`src/rtl/serial_sub_pkg.sv`:
```
// Shared constants for the bit-serial subtractor: FSM encodings, default width
// and the signed-overflow rule used when SERIAL_SUB_OVF_EN is defined.
package serial_sub_pkg;

  localparam int SERIAL_SUB_WIDTH = 8;

  localparam logic [1:0] ST_IDLE  = 2'd0;
  localparam logic [1:0] ST_SHIFT = 2'd1;
  localparam logic [1:0] ST_DONE  = 2'd2;

  // Overflow occurs when the operand signs differ and the result sign differs from the minuend sign.
  function automatic logic sub_ovf(input logic a_msb, input logic b_msb, input logic d_msb);
    return (a_msb != b_msb) && (d_msb != a_msb);
  endfunction

endpackage

```
`src/rtl/serial_subtractor_fullsub.sv`:
```
// One-bit full-subtractor cell: D = A - B - bIn, with borrow out.
module fullSubtract (
  input  logic A,
  input  logic B,
  input  logic bIn,
  output logic D,
  output logic bOut
);

  assign D    = A ^ B ^ bIn;
  assign bOut = (~A & B) | (~(A ^ B) & bIn);

endmodule

```
`src/rtl/serial_subtractor.sv`:
```
// Bit-serial WIDTH-bit subtractor wrapped around the fullSubtract cell, LSB first.
// Optional signed-overflow output is enabled by defining SERIAL_SUB_OVF_EN.
module serial_subtractor
  import serial_sub_pkg::*;
#(
  parameter int WIDTH = SERIAL_SUB_WIDTH
) (
  input  logic             clk,
  input  logic             rst,
  input  logic             start,
  input  logic [WIDTH-1:0] a,
  input  logic [WIDTH-1:0] b,
  output logic             busy,
  output logic             done,
  output logic [WIDTH-1:0] diff,
  output logic             borrow_out
`ifdef SERIAL_SUB_OVF_EN
  ,
  output logic             ovf
`endif
);

  localparam int CNT_W = $clog2(WIDTH);
  localparam logic [CNT_W-1:0] CNT_LAST = CNT_W'(WIDTH - 1);

  logic [1:0]       r_state;
  logic [WIDTH-1:0] r_a_sr;
  logic [WIDTH-1:0] r_b_sr;
  logic [WIDTH-1:0] r_diff;
  logic [CNT_W-1:0] r_cnt;
  logic             r_borrow;
  logic             r_borrow_out;
  logic             r_done;
  logic             w_d;
  logic             w_bout;

  fullSubtract u_cell (
    .A    (r_a_sr[0]),
    .B    (r_b_sr[0]),
    .bIn  (r_borrow),
    .D    (w_d),
    .bOut (w_bout)
  );

`ifdef SERIAL_SUB_OVF_EN
  // Operand signs are shifted out of a_sr/b_sr, so keep them for the DONE-time check.
  logic r_a_msb;
  logic r_b_msb;
  logic r_ovf;

  always_ff @(posedge clk or posedge rst) begin
    if (rst) begin
      r_a_msb <= 1'b0;
      r_b_msb <= 1'b0;
      r_ovf   <= 1'b0;
    end else if (r_state == ST_IDLE && start) begin
      r_a_msb <= a[WIDTH-1];
      r_b_msb <= b[WIDTH-1];
      r_ovf   <= 1'b0;
    end else if (r_state == ST_DONE) begin
      r_ovf   <= sub_ovf(r_a_msb, r_b_msb, r_diff[WIDTH-1]);
    end
  end

  assign ovf = r_ovf;
`endif

  always_ff @(posedge clk or posedge rst) begin
    if (rst) begin
      r_state      <= ST_IDLE;
      r_a_sr       <= '0;
      r_b_sr       <= '0;
      r_diff       <= '0;
      r_cnt        <= '0;
      r_borrow     <= 1'b0;
      r_borrow_out <= 1'b0;
      r_done       <= 1'b0;
    end else begin
      r_done <= 1'b0;
      case (r_state)
        ST_IDLE: begin
          if (start) begin
            r_a_sr       <= a;
            r_b_sr       <= b;
            r_diff       <= '0;
            r_cnt        <= '0;
            r_borrow     <= 1'b0;
            r_borrow_out <= 1'b0;
            r_state      <= ST_SHIFT;
          end
        end
        ST_SHIFT: begin
          r_a_sr   <= r_a_sr >> 1;
          r_b_sr   <= r_b_sr >> 1;
          r_diff   <= {w_d, r_diff[WIDTH-1:1]};
          r_borrow <= w_bout;
          if (r_cnt == CNT_LAST) begin
            r_state <= ST_DONE;
          end else begin
            r_cnt <= r_cnt + 1'b1;
          end
        end
        ST_DONE: begin
          r_borrow_out <= r_borrow;
          r_done       <= 1'b1;
          r_state      <= ST_IDLE;
        end
        default: r_state <= ST_IDLE;
      endcase
    end
  end

  assign busy       = (r_state == ST_SHIFT);
  assign done       = r_done;
  assign diff       = r_diff;
  assign borrow_out = r_borrow_out;

endmodule
```
`config.mk`:
```
export PLATFORM = sky130hd
export DESIGN_NAME = serial_subtractor
export DESIGN_NICKNAME = d
export VERILOG_FILES = /design/src/rtl/serial_sub_pkg.sv /design/src/rtl/serial_subtractor_fullsub.sv /design/src/rtl/serial_subtractor.sv
export SDC_FILE = /design/constraint.sdc
export NUM_CORES = 1
export LEC_CHECK = 0
export ABC_AREA = 1
export CORE_ASPECT_RATIO = 0.75
export CORE_UTILIZATION = 40
export CTS_CLUSTER_DIAMETER = 30
export DETAILED_ROUTE_END_ITERATION = 10
export PLACE_DENSITY = 0.67
export RECOVER_POWER = 50
export SYNTH_ARGS = -nofsm -noshare
export SYNTH_HDL_FRONTEND = slang
export SYNTH_SLANG_ARGS = --single-unit
```
`constraint.sdc`:
```
create_clock -name clk -period 1.1 [get_ports clk]
set_input_delay 0.22 -clock clk [delete_from_list [all_inputs] [get_ports clk]]
set_output_delay 0.22 -clock clk [all_outputs]
set_load 0.1 [all_outputs]
```
[Word-level counts from Yosys, hierarchy flattened]
Cells that the tools add are included.
Operators by class
  add/sub/neg operators: 1
  multiplexer cells: 16
  bitwise gates (word level): 7
  reduce and logical (&&, ||, !) cells: 7
  equality and inequality tests: 6
Operators with widths (number)
  8-bit one-hot mux with 2 select lines: 3
  8-bit 2-to-1 mux: 3
  3-bit 2-to-1 mux: 2
  3-bit one-hot mux with 2 select lines: 1
  2-bit AND reduction: 3
  2-bit 2-to-1 mux: 2
  2-bit inequality test (second input constant): 2
  1-bit one-hot mux with 2 select lines: 2
  2-bit one-hot mux with 2 select lines: 1
  2-bit nonzero test: 2
  3-bit by 1-bit adder with 3-bit output (second input constant): 1
  3-bit == test (second input constant): 1
  3-bit AND reduction: 1
  1-bit AND: 2
  2-bit by 1-bit == test with 1-bit output (second input constant): 1
  2-bit == test (second input constant): 1
  2-bit zero test: 1
  1-bit 2-to-1 mux: 2
  2-bit by 1-bit inequality test with 1-bit output (second input constant): 1
  1-bit inverter: 2
  1-bit bitwise XOR: 2
  1-bit OR: 1
Storage, ports and cells
  output and inout bits: 11
  word-level logic and storage cells: 45
  flip-flop bits (word level): 32

[Longest topological paths before layout]
  word-level depth: 5
  mapped depth: 7
  gate-level depth less buffers: 6

[By module]
From an unflattened synthesis, not the netlist that was laid out.
Unflattened totals
  cell total of the unflattened synthesis: 191
  area total of the unflattened synthesis: 1535.2 um2
Modules (own cells, without submodules)
  serial_subtractor: sequential area each 800.8 um2, cells each 187, area each 1503.9 um2, times used 1
  fullSubtract: sequential area each 0.0 um2, cells each 4, area each 31.3 um2, times used 1

[Worst setup path before layout]
OpenSTA, ideal clock, no wires.
  kind: reg2reg
  start: reg r_state[0]
  end: reg r_cnt[0]
  cell stages (with the launch flop): 6
  slack: -0.798 ns
  library setup time: 0.120 ns
  required time: 0.980 ns
  buffers on the path: 0
  data arrival time: 1.778 ns
  clock period less this slack: 1.898 ns
  path through: dfrtp_1 inv_1 nor2_2 nand2_1 nand3_1 nand2_1
On the way
  cells in the longest elaborated chain, start to end: 3
RTL lines
  start, declared: RTL line serial_subtractor.sv:26  | logic [1:0] r_state;
  start signal, assigned: RTL line serial_subtractor.sv:70  | r_state <= ST_IDLE;
  start signal, assigned: RTL line serial_subtractor.sv:89  | r_state <= ST_SHIFT;
  start signal, assigned: RTL line serial_subtractor.sv:98  | r_state <= ST_DONE;
  2-bit by 1-bit == test with 1-bit output *
  net busy: RTL line serial_subtractor.sv:13  | output logic busy,
  2-bit inequality test (no line) or 2-bit nonzero test (tied branches)
  3-bit AND reduction (no line)
  end signal, assigned: RTL line serial_subtractor.sv:100  | r_cnt <= r_cnt + 1'b1;
  end, declared: RTL line serial_subtractor.sv:30  | logic [CNT_W-1:0] r_cnt;
The timed path passes the listed nets; every way through them passes the cells marked *.
A chain may end at the register's enable or synchronous reset.

[Worst setup path after layout]
  start: reg r_state[1]
  end: out busy
On the way
  cells in the longest elaborated chain, start to end: 1
RTL lines
  2-bit by 1-bit == test with 1-bit output: RTL line serial_subtractor.sv:113  | assign busy = (r_state == ST_SHIFT);
  end, declared: RTL line serial_subtractor.sv:13
Every way passes these cells.

==> reports/qor.json <==
{
  "floorplan": {
    "die-height_um": 54.8,
    "placement_rows": 18,
    "core_area_um2": 3420,
    "floorplan.die_area_um2": 3960,
    "num_io_pins": 30,
    "die-width_um": 72.3,
    "initial_utilization_pct": 43.3
  },
  "cts": {
    "max-clock-path-buffers": 2,
    "tritoncts": "done",
    "clk_pin_slew_worst_paths_ns": 0.07,
    "cts_num_sinks": 32,
    "clock_latency_ns": 0.28,
    "number_of_clock_buffers_inserted_by_tritoncts": 5,
    "clock_tree.htree_level_count": 2,
    "clock_tree.root_cell": "sky130_fd_sc_hd__clkbuf_8"
  },
  "synth": {
    "syn_area_um2": 1480,
    "ys_types": 16,
    "netlist_instances": 187,
    "synth-edff-count": 0,
    "synth.ff_latch_count": 32,
    "synth.yosys.seq_area_share_pct": 54.0,
    "synth.net_count": 209,
    "yosys-top-cells-area": "sky130_fd_sc_hd__dfrtp_1, sky130_fd_sc_hd__nand2_1, sky130_fd_sc_hd__nand3_1",
    "yosys.cell_count.top_type": "sky130_fd_sc_hd__nand2_1",
    "synth.top_cells.by_count": "sky130_fd_sc_hd__nand2_1, sky130_fd_sc_hd__dfrtp_1, sky130_fd_sc_hd__nand3_1, sky130_fd_sc_hd__inv_1, sky130_fd_sc_hd__buf_2",
    "synth_area_leader": "sky130_fd_sc_hd__dfrtp_1",
    "synthesis.yosys.warnings": 0,
    "async_flop_share_pct": 100,
    "synth_top_area_share_pct": 54.0,
    "syn_avg_cell_area_um2": 7.94,
    "synth_ff_type": "sky130_fd_sc_hd__dfrtp_1"
  },
  "global_routing": {
    "gr-usage-all-layers_pct": 21.5,
    "globalRouteOverflowTotal": 0,
    "grt_first_pass_wirelength_mm": 6.12,
    "number_of_global_route_vias_before_repair": 1332,
    "antenna_found_initial": 0,
    "grt_start_max_net_pins": 33
  },
  "setup_path": {
    "r2r_slack_ns": -0.25,
    "critPathLaunchType": "flip-flop",
    "worstPathBufferInverterCount": 2,
    "setup.worst_path.end_class": "output port",
    "crit_path_cell_trace": "buf_6, nor2_4, buf_12",
    "worst-endpoint-arrival_ns": 1.14,
    "crit_slowest_cell": "sky130_fd_sc_hd__dfrtp_1",
    "criticalPathCategory": "flip-flop to output port",
    "path_max_fanout": 2,
    "cp_data_required_time_ns": 0.88,
    "critPathMaxStageDelay_ns": 0.39,
    "worst_path_dominant_cell_family": "flip-flops"
  },
  "timing": {
    "worst_clock_skew_ns": 0.0101,
    "report.final.slew_viol_count": 0,
    "timing.fmax_mhz": 735,
    "timing_worst_slew_pin_value_ns": 0.736,
    "fin_crit_sh_pct": 124,
    "final-setup-viol-count": 33,
    "timing.hold.ws_ns": 0.482,
    "hold_viol_final": 0,
    "final_period_minus_worst_setup_slack_ns": 1.36,
    "max-slew-margin-rel_pct": 50.9,
    "rsz_0062_raised_after_global_routing": "true",
    "postLayoutSetupSlackWorst_ns": -0.261
  },
  "outcome": {
    "violations": "negative setup slack",
    "run_status": "finished, violations left"
  },
  "placement": {
    "gp_congestion": 0.807,
    "dpl.cell_count": 274,
    "post_dp_cell_area_um2": 2060,
    "buffer_ports.inserted": 29,
    "dp_slack_ns": -0.241,
    "hpwlAfterDp_mm": 2.44
  },
  "layout": {
    "fillCellCount": 216,
    "nNetsFinal": 280,
    "drive_gt1_share_pct": 47.9,
    "antenna_cells_inserted": 0,
    "finish.cell_count_without_fillers": 309,
    "finish.instance_area_um2": 2670,
    "area.growth.synth_to_final_pct": 80.0
  },
  "route": {
    "detailedRoute.firstIterationViolations": 113,
    "detail_route.vias_per_cell": 5.15,
    "drcViolationCount": 0,
    "wirelength_mm": 5.02,
    "detail_route.first_pass.iterations": 4,
    "total_via_count_after_detailed_routing": 1591,
    "avgRoutedWirePerCell_um": 16.3,
    "remaining_antenna_violation_count_after_routing": 0
  },
  "run": {
    "cap_violations": 0
  },
  "pwr": {
    "power.density_nw_per_um2": 3340,
    "vdd.ir_drop.worst_uv": 2500,
    "power.leakage_nw": 1.42,
    "power_consumption_mw": 8.94
  },
  "hold_path": {
    "hold_path.class": "primary input to async pin"
  }
}
==> layer usage <==
metal  part of all wire [%]  vias up  wire [um]  global-route usage [%]
li1                       -      727          -                       -
met2                     51       74       2570                    37.9
met1                     39      774       1980                    25.7
met3                    5.6       16        283                    4.97
met4                    3.6        0        182                    9.80
met5                      0        -          0                       0
==> timing repair <==
action                                  4_1_cts  5_1_grt
gates resized for setup                      21       66
buffers inserted                             12       10
hold buffers                                  0        0
hold endpoints to repair                      0        0
gates cloned                                  0        5
endpoints found under the setup margin       38       41
pin swaps                                     8       23
==> worst register-to-register path: stages (launching register included) <==
cell,delay [ns]
sky130_fd_sc_hd__dfrtp_2,0.44
sky130_fd_sc_hd__buf_6,0.15
sky130_fd_sc_hd__o21ai_4,0.26
sky130_fd_sc_hd__buf_6,0.17
sky130_fd_sc_hd__clkbuf_16,0.15
sky130_fd_sc_hd__nand2_2,0.05
sky130_fd_sc_hd__nand2_1,0.07
==> power breakdown <==
group	internal, mW	switching (mW)
Clock	0.510	0.421
Combinational	2.50	3.30
Sequential	1.71	0.491
Total	4.72	4.21
==> state kept, by name, summed over array words and instances, names as in the netlist <==
name / flops
borrow_out: 1
diff: 8
done: 1
r_a_sr: 8
r_b_sr: 8
r_borrow: 1
r_cnt: 3
r_state: 2
==> cell usage in the layout (no fill, tap or decap), types with 6 or more instances in the layout <==
cell and count:
sky130_fd_sc_hd__buf_12 13, sky130_fd_sc_hd__buf_4 23, sky130_fd_sc_hd__buf_6 13, sky130_fd_sc_hd__clkbuf_8 6, sky130_fd_sc_hd__clkdlybuf4s50_1 18, sky130_fd_sc_hd__dfrtp_1 21, sky130_fd_sc_hd__dfrtp_2 11, sky130_fd_sc_hd__nand2_1 68
sky130_fd_sc_hd__nand2_2 27, sky130_fd_sc_hd__nand2_4 13, sky130_fd_sc_hd__nand3_1 16
==> through the flow <==
| step | setup TNS (ns) | util (%) |
|---|---|---|
| 6_report | -5.71 | 78.0 |
| 5_1_grt | -6.41 | 78.0 |
| 4_1_cts | -0.994 | 67.4 |
| 3_5_place_dp | -5.93 | 60.1 |
| 3_3_place_gp | -5.45 | 60.1 |
| 2_1_floorplan | -3.23 | - |
==> layout make-up <==
class	instances	area, um^2	share of cell area (%)
Clock buffer	8	90.1	3.37
Inverter	7	36.3	1.36
Multi-Input combinational cell	140	817	30.6
Sequential cell	32	815	30.5
Tap cell	50	62.6	2.34
Timing Repair Buffer	71	840	31.4
Timing Repair inverter	1	11.3	0.422
==> logic make-up after synthesis <==
| logic type | Yosys count | share of synthesized area, % |
|---|---|---|
| simple gates | 135 | 36.7 |
| fa+ha+maj | 3 | 3.04 |
| flops | 32 | 54.0 |
| buf+inv | 15 | 5.40 |
| compound gates | 2 | 0.927 |
==> path summary, 6_finish.rpt <==
path | from | to | cells past startpoint
max | r_state[1] | busy | 3
min | rst | r_cnt[0] | 3
max reg2reg | r_state[0] | diff[0] | 6
min reg2reg | r_a_sr[0] | r_a_sr[0] | 2
max in group asynchronous | rst | diff[6] | 3
min in group clk | r_a_sr[0] | r_a_sr[0] | 2
(Power assumes the default switching activity.)
